--- config.mk ---
export PLATFORM = sky130hd
export DESIGN_NAME = ultrassonico_emulador
export DESIGN_NICKNAME = d
export VERILOG_FILES = /design/src/rtl/ultrassonico_emulador_pkg.sv /design/src/rtl/bcd_contador_decrescente_3d.sv /design/src/rtl/ultrassonico_emulador.sv
export SDC_FILE = /design/constraint.sdc
export NUM_CORES = 1
export LEC_CHECK = 0
export BUFFER_PORTS_ARGS = -buffer_cell sky130_fd_sc_hd__buf_2
export CORE_UTILIZATION = 43
export CTS_BUF_LIST = sky130_fd_sc_hd__clkbuf_4 sky130_fd_sc_hd__clkbuf_8 sky130_fd_sc_hd__clkbuf_16
export DETAILED_ROUTE_END_ITERATION = 8
export GPL_ROUTABILITY_DRIVEN = 1
export HOLD_SLACK_MARGIN = 0.03
export PLACE_DENSITY = 0.68
export SLEW_MARGIN = 40
export SYNTH_ARGS = -nofsm -noshare
export SYNTH_HDL_FRONTEND = slang
export SYNTH_SLANG_ARGS = --single-unit
--- constraint.sdc ---
create_clock -name clock -period 8.23 [get_ports clock]
set_clock_uncertainty 0.2 [all_clocks]
set_input_delay 0 -clock clock [delete_from_list [all_inputs] [get_ports clock]]
set_output_delay 0 -clock clock [all_outputs]
set_load 0.05 [all_outputs]
--- src/rtl/ultrassonico_emulador_pkg.sv ---
// Shared state codes, default timing constants and BCD helpers for the HC-SR04 emulator.
package ultrassonico_emulador_pkg;

    typedef enum logic [3:0] {
        INICIAL = 4'd0,
        PULSO   = 4'd1,
        RAJADA  = 4'd2,
        ECO     = 4'd3,
        SEM_ECO = 4'd4,
        ESPERA  = 4'd5
    } estado_t;

    localparam int unsigned TRIG_MIN_CYCLES_DEF = 500;
    localparam int unsigned BURST_CYCLES_DEF    = 10000;
    localparam int unsigned CYCLES_PER_CM_DEF   = 2941;
    localparam int unsigned TIMEOUT_CYCLES_DEF  = 1900000;
    localparam int unsigned HOLDOFF_CYCLES_DEF  = 1000000;
    localparam int unsigned MAX_CM_DEF          = 400;

    function automatic int unsigned maximo(input int unsigned a, input int unsigned b);
        return (a > b) ? a : b;
    endfunction

    function automatic logic bcd_invalido(input logic [11:0] v);
        return (v[11:8] > 4'd9) || (v[7:4] > 4'd9) || (v[3:0] > 4'd9);
    endfunction

    // Wide enough for invalid digits too (15*100+15*10+15), so no overflow aliasing.
    function automatic logic [10:0] bcd_para_bin(input logic [11:0] v);
        return 11'(v[11:8]) * 11'd100 + 11'(v[7:4]) * 11'd10 + 11'(v[3:0]);
    endfunction

endpackage

--- src/rtl/bcd_contador_decrescente_3d.sv ---
// Three-digit BCD down-counter with per-digit borrow; holds at 000.
module bcd_contador_decrescente_3d
    import ultrassonico_emulador_pkg::*;
(
    input  logic        clock,
    input  logic        reset,
    input  logic        load_i,
    input  logic        dec_i,
    input  logic [11:0] valor_i,
    output logic [11:0] valor_o,
    output logic        zero_o,
    output logic        um_o,
    output logic        invalido_o
);

    logic [11:0] valor_q, valor_d;

    always_ff @(posedge clock or posedge reset) begin
        if (reset) valor_q <= '0;
        else       valor_q <= valor_d;
    end

    always_comb begin
        valor_d = valor_q;
        if (load_i) begin
            valor_d = valor_i;
        end else if (dec_i && !zero_o) begin
            if (valor_q[3:0] != 4'd0) begin
                valor_d[3:0] = valor_q[3:0] - 4'd1;
            end else begin
                valor_d[3:0] = 4'd9;
                if (valor_q[7:4] != 4'd0) begin
                    valor_d[7:4] = valor_q[7:4] - 4'd1;
                end else begin
                    valor_d[7:4]  = 4'd9;
                    valor_d[11:8] = valor_q[11:8] - 4'd1;
                end
            end
        end
    end

    assign valor_o    = valor_q;
    assign zero_o     = (valor_q == 12'h000);
    assign um_o       = (valor_q == 12'h001);
    assign invalido_o = bcd_invalido(valor_q);

endmodule

--- src/rtl/ultrassonico_emulador.sv ---
// HC-SR04 responder: validates trigger, waits the burst delay, then emits an echo whose width encodes a BCD distance.
module ultrassonico_emulador
    import ultrassonico_emulador_pkg::*;
#(
    parameter int unsigned TRIG_MIN_CYCLES = TRIG_MIN_CYCLES_DEF,
    parameter int unsigned BURST_CYCLES    = BURST_CYCLES_DEF,
    parameter int unsigned CYCLES_PER_CM   = CYCLES_PER_CM_DEF,
    parameter int unsigned TIMEOUT_CYCLES  = TIMEOUT_CYCLES_DEF,
    parameter int unsigned HOLDOFF_CYCLES  = HOLDOFF_CYCLES_DEF,
    parameter int unsigned MAX_CM          = MAX_CM_DEF
) (
    input  logic        clock,
    input  logic        reset,
    input  logic        trigger,
    input  logic [11:0] distancia,
    input  logic        sem_objeto,
    output logic        echo,
    output logic        ocupado,
    output logic        erro_trigger,
    output logic [3:0]  db_estado
);

    localparam int unsigned CNT_MAX = maximo(maximo(TRIG_MIN_CYCLES, BURST_CYCLES),
                                      maximo(maximo(CYCLES_PER_CM, TIMEOUT_CYCLES), HOLDOFF_CYCLES));
    localparam int unsigned CW = $clog2(CNT_MAX + 1);

    localparam logic [CW-1:0] TRIG_MIN_C = CW'(TRIG_MIN_CYCLES);
    localparam logic [CW-1:0] BURST_C    = CW'(BURST_CYCLES);
    localparam logic [CW-1:0] TICK_C     = CW'(CYCLES_PER_CM - 1);
    localparam logic [CW-1:0] TIMEOUT_C  = CW'(TIMEOUT_CYCLES - 1);
    localparam logic [CW-1:0] HOLDOFF_C  = CW'(HOLDOFF_CYCLES - 1);
    localparam logic [10:0]   MAX_CM_C   = 11'(MAX_CM);

    estado_t       estado_q, estado_d;
    logic [CW-1:0] cnt_q, cnt_d;
    logic [1:0]    sinc_q;
    logic          trig_ant_q;
    logic          echo_q, echo_d;
    logic          erro_q, erro_d;
    logic          sem_q, sem_d;
    logic          bcd_load, bcd_dec;
    logic [11:0]   bcd_valor;
    logic          bcd_zero, bcd_um, bcd_inv;
    logic          trig_s, trig_sobe, sem_eco;

    assign trig_s    = sinc_q[1];
    assign trig_sobe = trig_s && !trig_ant_q;
    assign sem_eco   = sem_q || bcd_inv || bcd_zero || (bcd_para_bin(bcd_valor) > MAX_CM_C);

    bcd_contador_decrescente_3d u_bcd (
        .clock      (clock),
        .reset      (reset),
        .load_i     (bcd_load),
        .dec_i      (bcd_dec),
        .valor_i    (distancia),
        .valor_o    (bcd_valor),
        .zero_o     (bcd_zero),
        .um_o       (bcd_um),
        .invalido_o (bcd_inv)
    );

    always_ff @(posedge clock or posedge reset) begin
        if (reset) begin
            estado_q   <= INICIAL;
            cnt_q      <= '0;
            sinc_q     <= '0;
            trig_ant_q <= 1'b0;
            echo_q     <= 1'b0;
            erro_q     <= 1'b0;
            sem_q      <= 1'b0;
        end else begin
            estado_q   <= estado_d;
            cnt_q      <= cnt_d;
            sinc_q     <= {sinc_q[0], trigger};
            trig_ant_q <= trig_s;
            echo_q     <= echo_d;
            erro_q     <= erro_d;
            sem_q      <= sem_d;
        end
    end

    always_comb begin
        estado_d = estado_q;
        cnt_d    = cnt_q;
        echo_d   = echo_q;
        erro_d   = 1'b0;
        sem_d    = sem_q;
        bcd_load = 1'b0;
        bcd_dec  = 1'b0;
        case (estado_q)
            INICIAL: begin
                // The cycle that reveals the rising edge is itself a high cycle, so counting starts at 1.
                if (trig_sobe) begin
                    estado_d = PULSO;
                    cnt_d    = CW'(1);
                end
            end
            PULSO: begin
                if (trig_s) begin
                    if (cnt_q < TRIG_MIN_C) cnt_d = cnt_q + CW'(1);
                end else if (cnt_q >= TRIG_MIN_C) begin
                    estado_d = RAJADA;
                    cnt_d    = '0;
                    bcd_load = 1'b1;
                    sem_d    = sem_objeto;
                end else begin
                    estado_d = INICIAL;
                    cnt_d    = '0;
                    erro_d   = 1'b1;
                end
            end
            RAJADA: begin
                if (cnt_q == BURST_C) begin
                    cnt_d    = '0;
                    echo_d   = 1'b1;
                    estado_d = sem_eco ? SEM_ECO : ECO;
                end else begin
                    cnt_d = cnt_q + CW'(1);
                end
            end
            ECO: begin
                if (cnt_q == TICK_C) begin
                    cnt_d   = '0;
                    bcd_dec = 1'b1;
                    if (bcd_um) begin
                        echo_d   = 1'b0;
                        estado_d = ESPERA;
                    end
                end else begin
                    cnt_d = cnt_q + CW'(1);
                end
            end
            SEM_ECO: begin
                if (cnt_q == TIMEOUT_C) begin
                    cnt_d    = '0;
                    echo_d   = 1'b0;
                    estado_d = ESPERA;
                end else begin
                    cnt_d = cnt_q + CW'(1);
                end
            end
            ESPERA: begin
                if (cnt_q == HOLDOFF_C) begin
                    cnt_d    = '0;
                    estado_d = INICIAL;
                end else begin
                    cnt_d = cnt_q + CW'(1);
                end
            end
            default: begin
                estado_d = INICIAL;
                cnt_d    = '0;
                echo_d   = 1'b0;
            end
        endcase
    end

    assign echo         = echo_q;
    assign erro_trigger = erro_q;
    assign ocupado      = (estado_q != INICIAL);
    assign db_estado    = estado_q;

endmodule

Word level (Yosys, flattened, before mapping)
Cells that the tools add are included.
- logic and storage cells: 105
- output and inout port bits: 7
- bits in registers: 43
- input port bits: 16
- muxes and demuxes: 37
- multiply operators: 2
- bitwise logic cells: 2
- eq/ne operators: 20
- $add $sub $neg: 6
- reduce and logical (&&, ||, !) cells: 22
- magnitude comparators: 6
- operators by type and width (operator ; number):
    21-bit 2-to-1 mux ; 7
    21-bit case mux with 6 select lines ; 1
    4-bit 2-to-1 mux ; 10
    12-bit 2-to-1 mux ; 2
    4-bit case mux with 6 select lines ; 1
    21-bit by 1-bit adder with 21-bit output (second input constant) ; 1
    21-bit by 12-bit == test with 1-bit output (second input constant) ; 1
    21-bit by 14-bit == test with 1-bit output (second input constant) ; 1
    21-bit by 20-bit == test with 1-bit output (second input constant) ; 1
    21-bit == test (second input constant) ; 1
    21-bit by 9-bit greater-or-equal comparator with 1-bit output (second input constant) ; 1
    21-bit by 9-bit < comparator with 1-bit output (second input constant) ; 1
    2-bit inequality test (second input constant) ; 9
    12-bit by 1-bit == test with 1-bit output (second input constant) ; 1
    4-bit greater-than comparator (second input constant) ; 3
    12-bit zero test ; 1
    1-bit 2-to-1 mux ; 12
    4-bit nonzero test ; 3
    4-bit by 1-bit subtractor with 4-bit output (second input constant) ; 3
    11-bit by 4-bit adder with 11-bit output ; 1
    11-bit by 8-bit adder with 11-bit output ; 1
    11-bit by 9-bit greater-than comparator with 1-bit output (second input constant) ; 1
    4-bit by 5-bit multiplier with 9-bit output (second input constant) ; 1
    4-bit by 2-bit == test with 1-bit output (second input constant) ; 2
    19 further kinds ; 29

Logic depth before layout (Yosys ltp)
Gate-level depths: netlist of run 1.
- depth after elaboration: 9
- gate-level depth with buffers: 15
- depth with buffers taken out: 15

By module
Synthesis of run 1 repeated with hierarchy kept, for this count alone.
- cells, all modules: 387
- area total of the unflattened synthesis: 3452.1 µm²
- modules (own cells, without submodules) (module ; instances ; area an instance (µm²) ; cells each ; seq. area each (µm²)):
    ultrassonico_emulador ; 1 ; 2645.0 ; 297 ; 750.7
    bcd_contador_decrescente_3d ; 1 ; 807.0 ; 90 ; 300.3

Worst setup path before layout of run 1
No wires, ideal clock.
- path type: register -> register
- from: register u_bcd.valor_q[5] (netlist: u_bcd.valor_o[5])
- to: register estado_q[2] (netlist: db_estado[2])
- data required time: 7.909 ns
- period minus slack after synthesis: 3.635 ns
- stages on the path, launching flop included: 14
- arrival time: 3.314 ns
- path buffers: 0
- slack: 4.595 ns
- library setup time: 0.121 ns
- cells stage by stage: dfrtp_1 ha_1 ha_1 fa_1 xor2_1 ha_1 ha_1 and3_1 a221o_1 o21bai_1 nand3_1 o31ai_1 o2111ai_1 a22o_1
- cells in the longest elaborated chain, start to end: 9
- elaborated cells on any way between the ends: 17
- classes of those cells: add/sub: 2; mul: 1; order compare: 2; eq/ne: 2; mux: 3; reduce/logical: 7
- ends and longest elaborated chain (item ; line ; RTL):
    start: declaration ; bcd_contador_decrescente_3d.sv:16 ; logic [11:0] valor_q, valor_d;
    start signal: assignment ; bcd_contador_decrescente_3d.sv:20 ; else valor_q <= valor_d;
    branches (longest 9 deep; another with 11-bit by 8-bit adder with 11-bit output) ; - ;
    end signal: assignment ; ultrassonico_emulador.sv:72 ; estado_q <= estado_d;
    end: declaration ; ultrassonico_emulador.sv:34 ; estado_t estado_q, estado_d;
Several ways; the timed one is not identified. The select of a mux whose other input is x is not followed.
A chain may end at the register's enable or synchronous reset.

Worst setup path after layout of run 1
- from: register u_bcd.valor_q[8] (netlist: u_bcd.valor_o[8])
- to: register estado_q[2] (netlist: db_estado[2])
- cells in the longest elaborated chain, start to end: 9
- elaborated cells on any way between the ends: 17
- classes of those cells: add/sub: 2; mul: 1; order compare: 2; eq/ne: 2; mux: 3; reduce/logical: 7
- ends and longest elaborated chain (item):
    branches (longest 9 deep; another with 11-bit by 8-bit adder with 11-bit output)
Several ways; the timed one is not identified. The select of a mux whose other input is x is not followed.

==> results of run 1 <==
[layout make-up]
cell class / instances / area, um^2 / area share [%]
Tap cell: 99 / 124 / 3.28
Multi-Input combinational cell: 304 / 2160 / 57.3
Inverter: 22 / 82.6 / 2.19
Clock buffer: 6 / 76.3 / 2.02
Clock inverter: 2 / 13.8 / 0.365
Sequential cell: 42 / 1050 / 27.9
Timing Repair Buffer: 37 / 263 / 6.97
[critical path: stages, from the launching register on]
cell       delay [ns]
dfrtp_1          0.50
inv_1            0.13
ha_1             0.32
ha_1             0.20
inv_1            0.07
fa_1             0.48
inv_1            0.04
ha_1             0.28
ha_1             0.34
or2_2            0.29
a21oi_1          0.17
o21bai_1         0.15
xor2_1           0.09
o31ai_1          0.20
o2111ai_1        0.19
a22o_1           0.25
[kinds of logic (layout without fill, tap and decap cells)]
kind of cell | after synthesis | count (layout) | synth area share [%]
AND/OR/NAND/NOR | 146 | 146 | 24.2
flip-flops | 42 | 42 | 31.3
multiplexers | 3 | 3 | 0.968
buffers and inverters | 39 | 67 | 5.06
AO/OA/AOI/OAI | 102 | 102 | 19.4
other | 1 | 1 | 0.112
adder cells (fa/ha/maj) | 39 | 39 | 15.6
XOR/XNOR | 13 | 13 | 3.39
[cell usage in the layout (no fill, tap or decap), drive strengths merged, types with 3 or more instances in the layout]
| cell type | synthesis | final |
|---|---|---|
| a21oi | 26 | 26 |
| a31oi | 7 | 7 |
| and3 | 8 | 8 |
| buf | 8 | 22 |
| clkbuf | 9 | 6 |
| clkinv | 0 | 3 |
| dfrtp | 42 | 42 |
| dlygate4sd3 | 0 | 15 |
| fa | 5 | 5 |
| ha | 34 | 34 |
| inv | 22 | 21 |
| nand2 | 26 | 26 |
| nand2b | 6 | 6 |
| nand3 | 18 | 18 |
| nand4 | 9 | 9 |
| nor2 | 26 | 26 |
| nor2b | 13 | 13 |
| nor3 | 9 | 9 |
| nor4 | 10 | 10 |
| o21a | 3 | 3 |
| o21ai | 34 | 34 |
| o21bai | 3 | 3 |
| o31ai | 12 | 12 |
| or2 | 3 | 3 |
| or3 | 5 | 5 |
| xnor2 | 8 | 8 |
| xor2 | 5 | 5 |
[metal layers]
layer / wire [um] / vias to the layer above / track usage [%]
li1: - / 1453 / -
met1: 4040 / 1388 / 30.0
met2: 3520 / 53 / 31.8
met3: 252 / 10 / 2.95
met4: 99 / 0 / 5.51
met5: 0 / - / 0
[through the flow]
stage,hold WS (ns),utilization [%],cells
after CTS,0.135,50.9,512
after global routing,0.133,50.9,512
final,0.143,50.9,512
after detailed placement,-0.0891,47.7,489
after global placement,-0.0884,47.4,489
after floorplan,-0.169,-,385
[cells in the mapped netlist (3+ instances only)]
library cell  instances  area share, %
xor2_1                5            1.3
nand4_1               8            1.5
inv_1                22            2.5
nor4_1                9            1.7
o21a_1                3           0.67
nor3_1                8            1.2
xnor2_1               8            2.1
o21ai_0              33            4.9
nor2b_1              13            2.4
o31ai_1               9            2.0
o31ai_2               3            1.1
nand2_1              25            2.8
or3_1                 5           0.93
clkbuf_1              9            1.0
fa_1                  5            3.0
buf_2                 4           0.60
nand2b_1              6            1.1
ha_1                 34             13
a31oi_1               7            1.3
dfrtp_1              42             31
and3_1                8            1.5
nor2_1               26            2.9
nand3_1              18            2.7
a21oi_1              26            3.9
o21bai_1              3           0.67
[flip-flops by register name (all words and copies together), names as in the netlist]
name           count
erro_trigger       1
sem_q              1
echo               1
trig_ant_q         1
db_estado          3
sinc_q             2
cnt_q             21
u_bcd.valor_o     12
[path summary, 6_finish.rpt]
check                                to
min in group asynchronous     cnt_q[14]
setup / recovery           db_estado[2]
hold / removal                sinc_q[0]
setup reg to reg           db_estado[2]
hold reg to reg               sinc_q[1]
max in group asynchronous          echo
[what timing repair did]
action | in CTS | in global routing
gates resized for setup | 0 | 0
hold buffers | 15 | 0
endpoints found under the hold margin | 56 | 0
setup endpoints to repair | 0 | 0
[power by group]
| part | leakage, nW | switching (mW) | internal, mW |
|---|---|---|---|
| logic | 1.05 | 0.153 | 0.0973 |
| clock network | 0.0486 | 0.0763 | 0.0633 |
| registers | 0.546 | 0.0202 | 0.218 |
==> impl_metrics.env, run 1 <==
export IMPL_p_total_mw=0.629
export IMPL_dieArea_um2=8180
export IMPL_slew_limit_headroom_pct=57.4
export IMPL_cp_start_kind="register"
export IMPL_ant_nets=0
export IMPL_yosysSeqAreaShare_pct=31.3
export IMPL_dpl_hpwl_um=5630
export IMPL_synth_nets=440
export IMPL_cts_sinks=42
export IMPL_grt_antenna_before_repair=0
export IMPL_path_clk_slew_ns=0.09
export IMPL_fill_cells=707
export IMPL_drc=0
export IMPL_htreeDepth=2
export IMPL_die_h_um=90.4
export IMPL_crit_required_ns=8.22
export IMPL_vias_per_cell=5.67
export IMPL_ys_warn_count=0
export IMPL_grt_total_usage_pct=20.6
export IMPL_r2r_start="u_bcd.valor_o[8]"
export IMPL_synth_cell_types=62
export IMPL_drive_above_1_share_pct=11.1
export IMPL_avgSynthCellArea_um2=8.73
export IMPL_crit_type="reg2reg"
export IMPL_cellLeakagePower_nw=1.64
export IMPL_dpl_worst_slack_ns=4.30
export IMPL_routedWlPerCell_um=15.5
export IMPL_area_growth_pct=12.2
export IMPL_status="complete, no violations"
export IMPL_synth_seq_cells=42
export IMPL_min_path_type="in2reg"
export IMPL_finalSetupTns_ns=0
export IMPL_layout_setup_ws_ns=4.22
export IMPL_coreArea_um2=7410
export IMPL_die_w_um=90.4
export IMPL_drt_iter0_markers=262
export IMPL_hold_path_depth=2
export IMPL_peakVddDrop_uv=115
export IMPL_period_minus_slack_ns=4.01
export IMPL_rr_worst_depth=15
export IMPL_cts_buffers=5
export IMPL_grt_pass1_vias=2747
export IMPL_grt_setup_unrepaired="no"
export IMPL_tightest_slew_ns=0.634
export IMPL_ys_async_sr_fraction_pct=100
export IMPL_syn_cell_area_um2=3360
export IMPL_slew_viol_final=0
export IMPL_power_density_nw_per_um2=167
export IMPL_cp_max_fo=6
export IMPL_design_area_um2=3770
export IMPL_port_buffers=21
export IMPL_fmax_ghz=0.249
export IMPL_critPathLaunch="u_bcd.valor_o[8]"
export IMPL_hold_violations=0
export IMPL_finalCritPeriodShare_pct=48.8
export IMPL_hp_start="trigger"
export IMPL_dr_pass1_iters=4
export IMPL_rows=31
export IMPL_insertion_delay_ns=0.30
export IMPL_wl_um=7920
export IMPL_grt_max_degree=43
export IMPL_antenna_cells=0
export IMPL_overflow=0
export IMPL_io_pin_count=23
export IMPL_reg2reg_slack_ns=4.22
export IMPL_nets=467
export IMPL_cts_root_buf="clkbuf_8"
export IMPL_gp_congestion=0.867
export IMPL_syn_instance_count=385
export IMPL_cts_path_max_buffers=2
export IMPL_vias=2904
export IMPL_endpoint_kind="register"
export IMPL_ys_flop_type="dfrtp_1"
export IMPL_synth_edff_count=0
export IMPL_postPlaceCellArea_um2=3530
export IMPL_crit_arrival_ns=4.00
export IMPL_tritoncts="yes"
export IMPL_grt_pass1_wl_um=13600
export IMPL_setup_violations=0
export IMPL_maxCapViolCount=0
export IMPL_cts_setup_buffers=0
export IMPL_initial_core_util_pct=45.4
(Power assumes the default switching activity.)
==> run 2, diff against run 1 <==
Settings changed: PLACE_DENSITY 0.68 to 0.7.
Clock period 8.23 ns to 3.25 ns, I/O delays scaled along.
==> impl_metrics.env, run 2 (same netlist as run 1, synthesis figures left out) <==
export IMPL_routedWlPerCell_um=15.5
export IMPL_grt_pass1_vias=3038
export IMPL_wl_um=8490
export IMPL_grt_pass1_wl_um=14800
export IMPL_crit_arrival_ns=3.55
export IMPL_power_density_nw_per_um2=423
export IMPL_status="finished with violations"
export IMPL_cp_num_cells=13
export IMPL_worst_path_most_repeated_cell="ha_4"
export IMPL_ant_nets=0
export IMPL_grt_max_degree=29
export IMPL_timing_rr_end="db_estado[2]"
export IMPL_cp_cell_sequence="ha_4, ha_4, fa_2, xor2_1, ha_1, ha_4, and3_1, a221o_1, o21bai_1, nand3_1, o31ai_2, o2111ai_2, a22o_1"
export IMPL_peakVddDrop_uv=354
export IMPL_maxCapViolCount=0
export IMPL_initial_core_util_pct=45.4
export IMPL_reg2reg_slack_ns=-0.31
export IMPL_nets=504
export IMPL_grt_setup_unrepaired="yes"
export IMPL_largest_reg_flops=21
export IMPL_die_h_um=90.4
export IMPL_grt_total_usage_pct=22.2
export IMPL_grt_antenna_before_repair=0
export IMPL_finalCritPeriodShare_pct=110
export IMPL_fin_util_pct=56.5
export IMPL_drc=0
export IMPL_design_area_um2=4190
export IMPL_io_pin_count=23
export IMPL_gp_congestion=0.879
export IMPL_die_w_um=90.4
export IMPL_layout_setup_ws_ns=-0.309
export IMPL_area_growth_pct=24.5
export IMPL_critPathLaunch="u_bcd.valor_o[7]"
export IMPL_antenna_cells=0
export IMPL_hold_violations=0
export IMPL_finalSetupTns_ns=-0.848
export IMPL_layout_commonest_cell="dfrtp_1"
export IMPL_tightest_slew_ns=0.602
export IMPL_drive_above_1_share_pct=22.2
export IMPL_critPathSlowestCell="dfrtp_1"
export IMPL_crit_required_ns=3.24
export IMPL_layout_common_cells="dfrtp_1, buf_4, o21ai_0, nor2_1"
export IMPL_tritoncts="yes"
export IMPL_critPathMaxStageDelay_ns=0.41
export IMPL_drt_iter0_markers=155
export IMPL_regMostFlops="cnt_q"
export IMPL_dieArea_um2=8180
export IMPL_cts_sinks=42
export IMPL_violations="setup timing"
export IMPL_rr_worst_depth=13
export IMPL_path_clk_slew_ns=0.08
export IMPL_htreeDepth=2
export IMPL_cp_max_fo=4
export IMPL_rows=31
export IMPL_p_total_mw=1.77
export IMPL_vias_per_cell=5.59
export IMPL_endpoint_kind="register"
export IMPL_path_buf_inv=0
export IMPL_coreArea_um2=7410
export IMPL_setup_violations=3
export IMPL_cts_path_max_buffers=2
export IMPL_crit_type="reg2reg"
export IMPL_r2r_start="u_bcd.valor_o[7]"
export IMPL_cp_endpoint="db_estado[2]"
export IMPL_cts_buffers=5
export IMPL_postPlaceCellArea_um2=3870
export IMPL_slew_limit_headroom_pct=59.5
export IMPL_fill_cells=663
export IMPL_cp_start_kind="register"
export IMPL_insertion_delay_ns=0.29
export IMPL_overflow=0
export IMPL_crit_family="adder cells"
export IMPL_dr_pass1_iters=4
export IMPL_port_buffers=21
export IMPL_fmax_ghz=0.281
export IMPL_cellLeakagePower_nw=1.82
export IMPL_dpl_hpwl_um=6310
export IMPL_cts_root_buf="clkbuf_8"
export IMPL_period_minus_slack_ns=3.56
export IMPL_vias=3067
export IMPL_dpl_worst_slack_ns=-0.429
export IMPL_min_path_type="in2async"
export IMPL_slew_viol_final=0
-- run 2: cell types whose count changed in the layout (fill, tap and decap cells not counted), moves of 4 or more --
cell,delta
ha_1,-9
ha_4,+9
buf_4,+36
inv_1,-4
inv_2,+4
-- run 2: worst min path at each step --
| stage | startpoint | to | slack, ns | depth (start not counted) |
|---|---|---|---|---|
| final | reset | u_bcd.valor_o[7] | 0.03 | 3 |
| after global routing | reset | u_bcd.valor_o[11] | 0.06 | 3 |
| after CTS | reset | u_bcd.valor_o[11] | 0.05 | 3 |
| after detailed placement | reset | u_bcd.valor_o[11] | -0.19 | 2 |
| after global placement | reset | u_bcd.valor_o[8] | -0.19 | 2 |
| after floorplan | trigger | sinc_q[0] | -0.17 | 0 |
-- run 2: metal layers --
layer | vias to the layer above | share of wire, % | track usage (%)
met2 | 51 | 49 | 37.2
met4 | 0 | 1.7 | 5.78
met1 | 1475 | 47 | 30.3
met5 | - | 0 | 0
li1 | 1527 | - | -
met3 | 14 | 2.3 | 2.69
-- run 2: where the power goes --
| group | total (mW) | leakage, nW | internal [mW] | switching (mW) |
|---|---|---|---|---|
| clock network | 0.358 | 0.0517 | 0.180 | 0.178 |
| logic | 0.830 | 1.22 | 0.368 | 0.462 |
| registers | 0.582 | 0.545 | 0.553 | 0.0283 |
-- run 2: what timing repair did --
item	in CTS	in global routing
endpoints found under the hold margin	56	0
hold buffers	15	0
resized for setup	7	0
pin swaps	14	4
setup endpoints to repair	3	3
buffers inserted	3	0
-- run 2: cell type report --
cell class	count	area [um^2]	share of cell area [%]
Multi-Input combinational cell	304	2290	54.7
Sequential cell	42	1050	25.1
Timing Repair Buffer	74	544	13.0
Tap cell	99	124	2.96
Clock buffer	7	90.1	2.15
Inverter	22	82.6	1.97
Clock inverter	1	5.00	0.120
-- run 2: tightest hold or removal path, stage by stage --
cell,delay (ns)
dlygate4sd3_1,0.53
buf_2,0.12
clkinv_1,0.30
-- run 2: per-stage QoR --
step	std cells	hold WS, ns
6_report	549	0.0303
2_1_floorplan	385	-0.169
3_5_place_dp	523	-0.194
5_1_grt	549	0.0643
4_1_cts	549	0.0510
3_3_place_gp	523	-0.189
